File: config.mk
export PLATFORM = sky130hd
export DESIGN_NAME = npc_lsu
export DESIGN_NICKNAME = d
export VERILOG_FILES = /design/src/rtl/npc_lsu_pkg.sv /design/src/rtl/npc_lsu_align.sv /design/src/rtl/npc_lsu.sv
export SDC_FILE = /design/constraint.sdc
export NUM_CORES = 1
export LEC_CHECK = 0
export ABC_AREA = 1
export CAP_MARGIN = 15
export CORE_ASPECT_RATIO = 0.5
export CORE_UTILIZATION = 35
export CTS_CLUSTER_DIAMETER = 60
export DETAILED_ROUTE_END_ITERATION = 6
export GPL_ROUTABILITY_DRIVEN = 0
export HOLD_SLACK_MARGIN = 0.08
export PLACE_DENSITY = 0.65
export SLEW_MARGIN = 10
export SYNTH_ARGS = -nofsm -noshare
export SYNTH_HDL_FRONTEND = slang
export SYNTH_HIERARCHICAL = 1
export SYNTH_SLANG_ARGS = --single-unit
File: constraint.sdc
create_clock -name clk -period 2.1 [get_ports clk]
set_input_delay 0.42 -clock clk [delete_from_list [all_inputs] [get_ports clk]]
set_output_delay 0.42 -clock clk [all_outputs]
set_load 0.02 [all_outputs]
File: src/rtl/npc_lsu_pkg.sv
// Shared definitions for the NPC load/store unit.
// FSM state codes, RISC-V funct3 size codes and the access-size decoder.
// No logic of its own; imported by npc_lsu and npc_lsu_align.
package npc_lsu_pkg;

  localparam logic [1:0] IDLE = 2'd0;
  localparam logic [1:0] REQ  = 2'd1;
  localparam logic [1:0] WAIT = 2'd2;
  localparam logic [1:0] RESP = 2'd3;

  localparam logic [2:0] LSU_B  = 3'b000;
  localparam logic [2:0] LSU_H  = 3'b001;
  localparam logic [2:0] LSU_W  = 3'b010;
  localparam logic [2:0] LSU_D  = 3'b011;
  localparam logic [2:0] LSU_BU = 3'b100;
  localparam logic [2:0] LSU_HU = 3'b101;
  localparam logic [2:0] LSU_WU = 3'b110;

  // Access size in bytes; 0 marks a code that is illegal for this XLEN.
  function automatic logic [3:0] size_bytes(input logic [2:0] funct3, input logic rv64);
    case (funct3)
      LSU_B, LSU_BU: size_bytes = 4'd1;
      LSU_H, LSU_HU: size_bytes = 4'd2;
      LSU_W:         size_bytes = 4'd4;
      LSU_D:         size_bytes = rv64 ? 4'd8 : 4'd0;
      LSU_WU:        size_bytes = rv64 ? 4'd4 : 4'd0;
      default:       size_bytes = 4'd0;
    endcase
  endfunction

endpackage

File: src/rtl/npc_lsu_align.sv
// Byte-lane alignment: store mask/data shift and load extract/extend.
// Purely combinational, zero latency.
// No handshake; outputs follow the inputs.
module npc_lsu_align
  import npc_lsu_pkg::*;
#(
  parameter int XLEN = 32,
  localparam int NB = XLEN / 8,
  localparam int OW = $clog2(NB)
) (
  input  logic [2:0]      funct3,
  input  logic [OW-1:0]   off,
  input  logic [XLEN-1:0] st_data,
  input  logic [XLEN-1:0] ld_data,
  output logic [NB-1:0]   wmask,
  output logic [XLEN-1:0] wdata,
  output logic [XLEN-1:0] rdata
);

  localparam logic [NB-1:0] ONE = NB'(1);

  logic [3:0]      size;
  logic [NB-1:0]   base_mask;
  logic [XLEN-1:0] sh;

  // A full-width access wraps 1<<NB to zero, so the subtraction still yields all ones.
  assign size      = size_bytes(funct3, XLEN == 64);
  assign base_mask = (ONE << size) - ONE;
  assign wmask     = base_mask << off;
  assign wdata     = st_data << {off, 3'b000};
  assign sh        = ld_data >> {off, 3'b000};

  always_comb begin
    rdata = '0;
    case (funct3)
      LSU_B:  rdata = XLEN'($signed(sh[7:0]));
      LSU_BU: rdata = XLEN'(sh[7:0]);
      LSU_H:  rdata = XLEN'($signed(sh[15:0]));
      LSU_HU: rdata = XLEN'(sh[15:0]);
      LSU_W:  rdata = XLEN'($signed(sh[31:0]));
      LSU_WU: rdata = XLEN'(sh[31:0]);
      LSU_D:  rdata = sh;
      default: rdata = '0;
    endcase
  end

endmodule

File: src/rtl/npc_lsu.sv
// Multi-cycle LSU between EXU and WBU; optional WAIT timeout via NPC_LSU_TIMEOUT_EN.
// Latency: mem_req_valid at T+1, out_valid at T+3 on a zero-wait bus, T+1 if misaligned.
// Backpressure: in_ready only in IDLE; request held until mem_req_ready, result until out_ready.
module npc_lsu
  import npc_lsu_pkg::*;
#(
  parameter int XLEN    = 32,
  parameter int ADDR_W  = 32,
  parameter int TIMEOUT = 255,
  localparam int NB = XLEN / 8,
  localparam int OW = $clog2(NB)
) (
  input  logic              clk,
  input  logic              reset,
  input  logic              in_valid,
  output logic              in_ready,
  input  logic              in_store,
  input  logic [2:0]        in_funct3,
  input  logic [ADDR_W-1:0] in_addr,
  input  logic [XLEN-1:0]   in_wdata,
  input  logic [4:0]        in_rd,
  output logic              mem_req_valid,
  input  logic              mem_req_ready,
  output logic              mem_req_wen,
  output logic [ADDR_W-1:0] mem_req_addr,
  output logic [XLEN-1:0]   mem_req_wdata,
  output logic [NB-1:0]     mem_req_wmask,
  input  logic              mem_rsp_valid,
  input  logic [XLEN-1:0]   mem_rsp_rdata,
  input  logic              mem_rsp_err,
  output logic              out_valid,
  input  logic              out_ready,
  output logic [XLEN-1:0]   out_rdata,
  output logic [4:0]        out_rd,
  output logic              out_err
);

  logic [1:0]        state;
  logic              store_q;
  logic [2:0]        funct3_q;
  logic [ADDR_W-1:0] addr_q;
  logic [XLEN-1:0]   wdata_q;
  logic [XLEN-1:0]   rdata_q;
  logic [4:0]        rd_q;
  logic              err_q;

  logic [3:0]        size_in;
  logic              mis_in;
  logic [NB-1:0]     al_wmask;
  logic [XLEN-1:0]   al_wdata;
  logic [XLEN-1:0]   al_rdata;
  logic              tmo_hit;

  assign size_in = size_bytes(in_funct3, XLEN == 64);
  assign mis_in  = (size_in == 4'd0) || ((in_addr[3:0] & (size_in - 4'd1)) != 4'd0);

  npc_lsu_align #(.XLEN(XLEN)) u_align (
    .funct3  (funct3_q),
    .off     (addr_q[OW-1:0]),
    .st_data (wdata_q),
    .ld_data (mem_rsp_rdata),
    .wmask   (al_wmask),
    .wdata   (al_wdata),
    .rdata   (al_rdata)
  );

`ifdef NPC_LSU_TIMEOUT_EN
  localparam int TW = ($clog2(TIMEOUT + 1) > 8) ? 16 : 8;
  logic [TW-1:0] tmo_cnt;

  // Zero on every cycle outside WAIT, so it starts from zero on entry.
  always_ff @(posedge clk or negedge reset) begin
    if (!reset) tmo_cnt <= '0;
    else if (state != WAIT) tmo_cnt <= '0;
    else tmo_cnt <= tmo_cnt + 1'b1;
  end
  assign tmo_hit = (tmo_cnt == TW'(TIMEOUT - 1));
`else
  assign tmo_hit = 1'b0;
`endif

  always_ff @(posedge clk or negedge reset) begin
    if (!reset) begin
      state    <= IDLE;
      store_q  <= 1'b0;
      funct3_q <= '0;
      addr_q   <= '0;
      wdata_q  <= '0;
      rdata_q  <= '0;
      rd_q     <= '0;
      err_q    <= 1'b0;
    end else begin
      case (state)
        IDLE: if (in_valid) begin
          store_q  <= in_store;
          funct3_q <= in_funct3;
          addr_q   <= in_addr;
          wdata_q  <= in_wdata;
          rd_q     <= in_store ? 5'd0 : in_rd;
          rdata_q  <= '0;
          err_q    <= mis_in;
          state    <= mis_in ? RESP : REQ;
        end
        REQ: if (mem_req_ready) state <= WAIT;
        WAIT: begin
          if (mem_rsp_valid) begin
            err_q   <= mem_rsp_err;
            rdata_q <= (mem_rsp_err || store_q) ? '0 : al_rdata;
            state   <= RESP;
          end else if (tmo_hit) begin
            err_q   <= 1'b1;
            rdata_q <= '0;
            state   <= RESP;
          end
        end
        RESP: if (out_ready) state <= IDLE;
        default: state <= IDLE;
      endcase
    end
  end

  assign in_ready      = (state == IDLE);
  assign mem_req_valid = (state == REQ);
  assign mem_req_wen   = (state == REQ) && store_q;
  assign mem_req_addr  = {addr_q[ADDR_W-1:OW], {OW{1'b0}}};
  assign mem_req_wdata = al_wdata;
  assign mem_req_wmask = mem_req_wen ? al_wmask : '0;
  assign out_valid     = (state == RESP);
  assign out_rdata     = rdata_q;
  assign out_rd        = rd_q;
  assign out_err       = err_q;

endmodule

==> flow_summary.yaml, run 1 <==
outcome:
  status: "finished, violations left"
  failed_checks: "setup timing"
place:
  place_hpwl_um: 13020
  dpl_cell_area_sq_um: 8383
  dp.cells: 1227
  dpl_worst_slack_ns: -0.4854
  portBuffers: 219
cells_and_area:
  syn_to_final_growth_pct: 40.79
  utilization_pct: 51.81
  diodes: 0
  final_layout_size_suffix_gt1_share_pct: 12.28
  nets: 1132
  seq_area_sq_um: 2705
  final_area_sq_um: 8706
  finalNonFillerCells: 1245
  fillers: 1640
  multi_input_area_sq_um: 2853
synthesis:
  synth_fa_ha_area_share_pct: 1.416
  synth_top_family_by_area: "simple AND/OR/NAND/NOR gates"
  async_flop_share_pct: 100.0
  synth_compound_area_share_pct: 10.56
  yosys.cell_count.top_type: "nand2_1"
  syn_inst: 833
  ys_types: 37
  syn_avg_cell_area_sq_um: 7.423
  synth_common_cells: "nand2_1, dfrtp_1, nand3_1"
  synth-xor-area-share_pct: 0
  yosysSeqAreaShare_pct: 43.71
  synth_flop_cell: "dfrtp_1"
  synthSimpleGateAreaFrac_pct: 31.91
  synth_top_area_share_pct: 43.71
  synthMuxAreaShare_pct: 0.8094
  netlist_top_cells_area: "dfrtp_1, nand2_1, buf_4"
  yosysTopAreaCell: "dfrtp_1"
  ys_ff_latch: 108
  synth_enable_flop_cells: 0
  ys.warnings.count: 6
  netlist_area_sq_um: 6183
worst_setup_path:
  critPathLaunchType: "flop"
  critPathRequiredTime_ns: 1.68
  cp.arrival_ns: 1.90
  crit_fanout: 4
  crit_type: "flop to output port"
  worstSetupEndpointType: "output port"
route:
  wl_met3_um: 1156
  wirelength_um: 18160
  m1WireLength_um: 7610
  antenna_left: 0
  drt-initial-drc-count: 417
  routed.top_layer: "met4"
  routed_via_density: 4.798
  dr.pass1.iters: 4
  dr_wl_met2_um: 9211
  wl_per_cell_um: 14.59
  drc: 0
  vias: 5973
power_and_ir_drop:
  p_comb_share_pct: 60.6
  intPower_w: 0.006908
  p_per_area_nw_per_um2: 1485
  leakage_nw: 4.183
  clock_power_share_pct: 13.0
  ir_drop_mv: 0.5485
  p_switching_w: 0.006016
  p_sw_share_pct: 46.55
  seq_power_share_pct: 26.4
clocking:
  clkTransAtPathRegs_ns: 0.08
  cts_hold_buf: 0
  root_buffer: "clkbuf_16"
  ctsHtreeMaxLevel: 3
  numCtsBuffers: 9
  cts.sinks: 108
  clockBufferDepth: 2
  insertion_delay_ns: 0.35
  cts_tree: "built"
floorplan:
  dieWidth_um: 190.0
  initial_core_util_pct: 36.80
  ios: 222
  std_cell_rows: 33
  die_h_um: 95.99
  dieArea_sq_um: 18230
  core_area_sq_um: 16800
timing:
  finalSetupViolations: 3
  hold_ws_ns: 0.1004
  worst_slack_ns: -0.2227
  rsz0062_at_grt: "true"
  worst_slew_pin_slew_ns: 0.7677
  finClkSkew_ns: 0.008186
  period_minus_slack_ns: 2.323
  drv_slew: 0
  hold_violations: 0
  fmax_mhz: 430.5
  fin_crit_sh_pct: 110.6
  slew_headroom_pct: 48.76
global_route:
  grt_max_degree: 109
  grt_pass1_wl_um: 28920
  first_global_vias: 5804
  antenna_found_initial: 0
  grt-ovfl-total: 0
  grtUsageTotal_pct: 20.14
worst_hold_path:
  hold_path_class: "input port to async pin"
job:
  max_cap_violations: 0
-- routing by layer --
metal  GRT usage [%]  vias up
met5               0        -
met4           4.503        0
met3           4.885       14
met2           36.22      164
met1           24.61     2819
li1                -     2976
-- sequential cells by signal, summed over array words and instances (netlist names) --
| signal | cells |
|---|---|
| out_rd | 5 |
| out_err | 1 |
| wdata_q | 32 |
| out_rdata | 32 |
| store_q | 1 |
| addr_q | 32 |
| state | 2 |
| funct3_q | 3 |
-- power groups by stage --
stage               Clock [W]  Sequential [W]  Combinational (W)
global route          0.00182         0.00352            0.00853
CTS                   0.00174         0.00341            0.00778
finish                0.00168         0.00341            0.00783
floorplan                   0         0.00344            0.00523
detailed placement          0         0.00340            0.00788
global placement            0         0.00337            0.00779
-- critical path, stage by stage, from the launching register on --
cell     delay (ns)
dfrtp_1        0.42
o21ai_2        0.21
ha_4           0.24
or2_4          0.24
nand2_2        0.07
nand2_1        0.05
nand2_1        0.07
inv_1          0.05
nor2_2         0.09
buf_6          0.12
-- layout by cell type, fill, tap and decap left out, drive strengths merged, types with 2 or more instances in the layout --
cell type      instances
nor2                  36
or2                    9
conb                   2
ha                     7
mux2i                  5
buf                   52
clkdlybuf4s50        179
a22oi                  5
nand3                 53
a21oi                 38
nand2                381
clkinv                 2
o211ai                 7
nor3                   2
dlygate4sd2           12
inv                   35
dfrtp                108
a22o                   5
o22ai                  2
clkdlybuf4s15          4
o21ai                 55
clkbuf                12
-- per-stage QoR --
stage | power (W) | TNS (ns)
6_report | 0.01292 | -0.5084
5_1_grt | 0.01387 | -0.9667
4_1_cts | 0.01293 | -0.5078
3_5_place_dp | 0.01127 | -1.366
3_3_place_gp | 0.01116 | -1.172
2_1_floorplan | 0.008671 | 0
-- cell families after synthesis --
group,count (synthesis)
buffers and inverters,115
AOI/OAI and AO/OA,113
DFF,108
and+or+nand+nor,484
other,1
muxes,5
adders and majority gates,7
-- final timing paths --
| kind | from | to | slack, ns | cells after the start |
|---|---|---|---|---|
| setup reg to reg | addr_q[0] | out_rdata[28] | 0.22 | 8 |
| max in group asynchronous | reset | addr_q[0] | 1.45 | 2 |
| hold reg to reg | addr_q[19] | addr_q[19] | 0.49 | 2 |
| setup / recovery | funct3_q[0] | mem_req_wmask[3] | -0.22 | 9 |
| hold / removal | reset | addr_q[30] | 0.10 | 2 |
| min in group clk | addr_q[19] | addr_q[19] | 0.49 | 2 |
-- what timing repair did --
action	CTS	global route
gates resized for setup	117	25
pin swaps	3	3
setup buffers	1	0
endpoints found under the setup margin	38	45
gates cloned	1	0
-- final cells by class --
cell class,instances,area share [%]
Clock buffer,9,2.587
Clock inverter,7,0.7617
Inverter,31,1.365
Multi-Input combinational cell,611,32.77
Sequential cell,108,31.07
Tap cell,227,3.262
Timing Repair Buffer,252,28.18
No activity file was read; power rests on OpenSTA's default activity.
==> run 2, diff against run 1 <==
==> constraint.sdc (replaced) <==
create_clock -name clk -period 2.1 [get_ports clk]
set_input_delay 0.42 -clock clk [delete_from_list [all_inputs] [get_ports clk]]
set_output_delay 0.42 -clock clk [all_outputs]
set_load 0.01 [all_outputs]
==> run 2 against run 1 <==
  * Highest routed layer unchanged
  * Critical endpoint unchanged
  * Die area is the same
  * Worst hold slack gained 0.38 ns
  * Final cell count grew 0.48%
  * First-iteration DRC count shrank 28%
  * Utilization grew 0.38 points
  * Sequential power is essentially flat
  * Register-to-register slack gained 0.02 ns
  * Wire length is essentially flat
  * The flow still finishes with violations (setup timing)
  * Total power shrank 5.1%
==> flow_summary.yaml, run 2 (synthesis results as in run 1) <==
outcome:
  status: "finished, violations left"
  failed_checks: "setup timing"
worst_setup_path:
  worstSetupEndpointType: "output port"
  cp.arrival_ns: 1.88
  crit_top_cell: "nand2_1"
  cpPeakStageDelay_ns: 0.41
  critPathLaunchType: "flop"
  crit_start: "funct3_q[0]"
  path_delay_family: "simple AND/OR/NAND/NOR gates"
  crit_type: "flop to output port"
  worstPathCellList: "o21ai_2 > buf_4 > ha_4 > or2_4 > nand2_1 > nand2_1 > nand2_1 > inv_1 > nor2_1 > buf_2"
  crit_fanout: 3
  r2r-start: "addr_q[0]"
  critPathRequiredTime_ns: 1.68
  slowest_stage: "dfrtp_1"
  crit_buf_inv: 3
timing:
  hold_ws_ns: 0.4840
  finClkSkew_ns: 0.008229
  slew_headroom_pct: 51.28
  fin_crit_sh_pct: 109.6
  drv_slew: 0
  fmax_mhz: 434.4
  worst_slack_ns: -0.2019
  hold_violations: 0
  finalSetupViolations: 4
  period_minus_slack_ns: 2.302
  worst_slew_pin_slew_ns: 0.7300
  rsz0062_at_grt: "true"
place:
  dpl_worst_slack_ns: -0.4435
  portBuffers: 219
  place_hpwl_um: 13370
global_route:
  grt_max_degree: 66
  grtUsageTotal_pct: 20.09
  grt-ovfl-total: 0
  grt_pass1_wl_um: 29060
  first_global_vias: 5838
  antenna_found_initial: 0
route:
  wirelength_um: 18170
  wl_per_cell_um: 14.53
  dr.pass1.iters: 5
  routed_via_density: 4.746
  vias: 5937
  drc: 0
  drt-initial-drc-count: 299
  antenna_left: 0
power_and_ir_drop:
  clock_power_share_pct: 14.5
  p_sw_share_pct: 42.86
  p_comb_share_pct: 57.6
  intPower_w: 0.007008
  p_switching_w: 0.005256
  ir_drop_mv: 0.6508
  seq_power_share_pct: 27.9
  p_per_area_nw_per_um2: 1399
  leakage_nw: 4.211
floorplan:
  ios: 222
  core_area_sq_um: 16800
  std_cell_rows: 33
  dieArea_sq_um: 18230
  dieWidth_um: 190.0
  die_h_um: 95.99
  initial_core_util_pct: 36.80
clocking:
  cts_tree: "built"
  cts.sinks: 108
  ctsHtreeMaxLevel: 3
  clkTransAtPathRegs_ns: 0.07
  numCtsBuffers: 9
  root_buffer: "clkbuf_16"
  clockBufferDepth: 2
  insertion_delay_ns: 0.35
job:
  max_cap_violations: 0
cells_and_area:
  final_cell_mix: "nand2_1, clkdlybuf4s50_1, dfrtp_1"
  syn_to_final_growth_pct: 41.83
  nets: 1138
  final_layout_size_suffix_gt1_share_pct: 11.04
  diodes: 0
  layout_commonest_cell: "nand2_1"
worst_hold_path:
  hold_path_class: "flop to flop"
  holdCritStartpoint: "addr_q[5]"
## run 2: layer usage
metal  vias up  global-route usage [%]  share of wire [%]
met5         -                       0                  0
li1       2986                       -                  -
met2       130                   36.65                 50
met4         0                   3.629                1.1
met1      2805                   24.96                 44
met3        16                   4.047                5.0
## run 2: stage by stage
| step | utilization, % | setup TNS [ns] | std cells | cell area, sq um | power [W] |
|---|---|---|---|---|---|
| CTS | 52.34 | -0.5058 | 1251 | 8796 | 0.01237 |
| finish | 52.19 | -0.5401 | 1251 | 8770 | 0.01226 |
| global route | 52.19 | -0.9551 | 1251 | 8770 | 0.01325 |
| floorplan | - | 0 | 834 | 6187 | 0.007959 |
| detailed placement | 50.00 | -1.194 | 1227 | 8403 | 0.01059 |
| global placement | 50.00 | -0.9562 | 1227 | 8403 | 0.01048 |
## run 2: worst reg2reg max path, cell delays in order (launching register included)
cell and delay (ns):
dfrtp_2 0.46, clkinv_4 0.11, buf_4 0.14, buf_4 0.17, nand2_1 0.06, nand3_1 0.10, nand3_2 0.28, nand3_1 0.20
nand2_1 0.08, o21ai_0 0.18
## run 2: path summary, 6_finish.rpt
kind                            cells past startpoint  slack (ns)               end
worst max-delay path                               10       -0.20  mem_req_wmask[3]
worst min-delay path                                2        0.48         addr_q[5]
worst max register to register                      9        0.24     out_rdata[30]
worst min register to register                      2        0.48         addr_q[5]
max in group asynchronous                           3        0.93        addr_q[17]
min in group asynchronous                           2        0.55        addr_q[30]
## run 2: power by group through the flow
stage / combinational (W) / sequential, W / clock, W
6_report: 0.00706 / 0.00342 / 0.00178
3_5_place_dp: 0.00716 / 0.00343 / 0
4_1_cts: 0.00712 / 0.00343 / 0.00183
3_3_place_gp: 0.00706 / 0.00342 / 0
2_1_floorplan: 0.00463 / 0.00333 / 0
5_1_grt: 0.00782 / 0.00352 / 0.00190
## run 2: repair_timing
| item | CTS | global route |
|---|---|---|
| pin swaps | 7 | 0 |
| gates resized for setup | 67 | 26 |
| hold endpoints to repair | 31 | 0 |
| setup endpoints to repair | 38 | 18 |
| buffers inserted | 7 | 0 |
| hold buffers | 1 | 0 |
## run 2: layout make-up
cell class                      count  area [sq um]
Multi-Input combinational cell    611          2833
Tap cell                          227         284.0
Clock inverter                      6         81.33
Sequential cell                   108          2705
Timing Repair Buffer              258          2514
Inverter                           31         123.9
Clock buffer                       10         229.0
Fill cell                        1656          8035
==> run 3, diff against run 2 <==
MAX_ROUTING_LAYER = met4   (was not set)
==> run 3 against run 2 <==
  * The run still ends with setup timing left
  * Combinational power barely moved
  * Global-route usage rose by 0.65 points
  * Final cell count did not move
  * Clock skew barely moved
  * Worst setup slack barely moved
  * First-iteration DRC count rose by 16%
  * Die area did not move
  * Register-to-register slack barely moved
  * Maximum frequency barely moved
  * Sequential cell count did not move
  * Largest cell class unchanged
  * Highest routed layer unchanged
==> flow_summary.yaml, run 3 (synthesis results as in run 1) <==
global_route:
  antenna_found_initial: 0
  grtUsageTotal_pct: 20.73
  first_global_vias: 5842
  grt_max_degree: 66
  grt_pass1_wl_um: 29080
  grt-ovfl-total: 0
worst_setup_path:
  cp.arrival_ns: 1.88
  crit_top_cell: "nand2_1"
  crit_fanout: 3
  r2r_cells: 9
  crit_type: "flop to output port"
  worstPathCellList: "o21ai_2 > buf_4 > ha_4 > or2_4 > nand2_1 > nand2_1 > nand2_1 > inv_1 > nor2_1 > buf_2"
  critPathLaunchType: "flop"
  slowest_stage: "dfrtp_1"
  cpPeakStageDelay_ns: 0.41
  worstSetupEndpointType: "output port"
  critPathRequiredTime_ns: 1.68
  rrSetupSlack_ns: 0.24
  r2r_end: "out_rdata[30]"
  crit_start: "funct3_q[0]"
  r2r-start: "addr_q[0]"
power_and_ir_drop:
  ir_drop_mv: 0.6500
  leakage_nw: 4.211
  power.total_w: 0.01227
  p_per_area_nw_per_um2: 1399
clocking:
  cts_tree: "built"
  ctsHtreeMaxLevel: 3
  cts.sinks: 108
  insertion_delay_ns: 0.35
  root_buffer: "clkbuf_16"
  clockBufferDepth: 2
  clkTransAtPathRegs_ns: 0.08
  numCtsBuffers: 9
timing:
  rsz0062_at_grt: "true"
  fin_crit_sh_pct: 109.6
  worst_slack_ns: -0.2015
  fin_setup_tns_ns: -0.5362
  period_minus_slack_ns: 2.301
  hold_violations: 0
  worst_slew_pin_slew_ns: 0.7395
  drv_slew: 0
  slew_headroom_pct: 50.64
  finClkSkew_ns: 0.008275
  fmax_mhz: 434.5
  finalSetupViolations: 4
route:
  wl_per_cell_um: 14.57
  wl_met3_um: 819
  drt-initial-drc-count: 348
  dr_wl_met2_um: 9040
  wirelength_um: 18220
  dr.pass1.iters: 5
  drc: 0
  routed_via_density: 4.748
  routed.top_layer: "met4"
  vias: 5940
  m1WireLength_um: 8207
  antenna_left: 0
worst_hold_path:
  min_delay_worst_endpoint: "addr_q[5]"
  holdCritStartpoint: "addr_q[5]"
  min_path_cells: 2
  hold_path_class: "flop to flop"
outcome:
  failed_checks: "setup timing"
  status: "finished, violations left"
job:
  max_cap_violations: 0
cells_and_area:
  layout_commonest_cell: "nand2_1"
  utilization_pct: 52.19
  final_cell_mix: "nand2_1, clkdlybuf4s50_1, dfrtp_1"
  diodes: 0
  nets: 1138
  final_layout_size_suffix_gt1_share_pct: 11.04
  fillers: 1656
  syn_to_final_growth_pct: 41.83
  multi_input_area_sq_um: 2833
  seq_area_sq_um: 2705
floorplan:
  initial_core_util_pct: 36.80
  ios: 222
  core_area_sq_um: 16800
  dieWidth_um: 190.0
  std_cell_rows: 33
  dieArea_sq_um: 18230
  die_h_um: 95.99
place:
  portBuffers: 219
  place_hpwl_um: 13370
## run 3: cell counts in the layout (fill, tap and decap cells not counted)
Identical to the previous run, type by type.
## run 3: final cells by class
type                       count  share of cell area [%]
multi-input combinational    611                   32.30
sequential                   108                   30.85
timing repair buffer         258                   28.66
clock inverter                 6                  0.9274
clock buffer                  10                   2.611
tap                          227                   3.239
inverter                      31                   1.412
## run 3: worst max-delay path, delay by kind of cell (launching register included)
family / cells / cell delay, ns
AND/OR/NAND/NOR: 5 / 0.48
flip-flops: 1 / 0.41
buffers and inverters: 3 / 0.32
adder cells (fa/ha/maj): 1 / 0.19
AO/OA/AOI/OAI: 1 / 0.14
## run 3: what timing repair did
item / in CTS / in global routing
hold endpoints to repair: 31 / 0
hold buffers: 1 / 0
pin swaps: 7 / 0
endpoints found under the setup margin: 38 / 18
resized for setup: 67 / 26
setup buffers: 7 / 0
## run 3: worst max-delay path by stage
stage	end	slack [ns]	cells past startpoint
after CTS	mem_req_wmask[3]	-0.19	10
final	mem_req_wmask[3]	-0.20	10
after detailed placement	mem_req_wmask[1]	-0.44	7
after floorplan	mem_req_wmask[3]	0.07	8
after global routing	mem_req_wmask[3]	-0.30	10
after global placement	mem_req_wmask[3]	-0.39	9
## run 3: power breakdown
group / internal (W) / switching [W] / total, W
clock: 0.000952 / 0.000821 / 0.00177
combinational: 0.00321 / 0.00387 / 0.00707
sequential: 0.00285 / 0.000574 / 0.00342
total: 0.00701 / 0.00526 / 0.0123
## run 3: per-layer routing
layer | vias up | GRT usage, %
li1 | 2987 | -
met1 | 2804 | 25.21
met2 | 138 | 36.65
met3 | 11 | 3.791
met4 | 0 | 3.629
met5 | - | -
## run 3: through the flow
stage | instance area [sq um] | instances | hold WS (ns) | worst slack [ns]
floorplan | 6187 | 834 | 0.1244 | 0.07453
global placement | 8403 | 1227 | 0.4045 | -0.3904
detailed placement | 8403 | 1227 | 0.4056 | -0.4435
CTS | 8796 | 1251 | 0.4878 | -0.1935
global route | 8770 | 1251 | 0.5098 | -0.3047
finish | 8770 | 1251 | 0.4845 | -0.2015
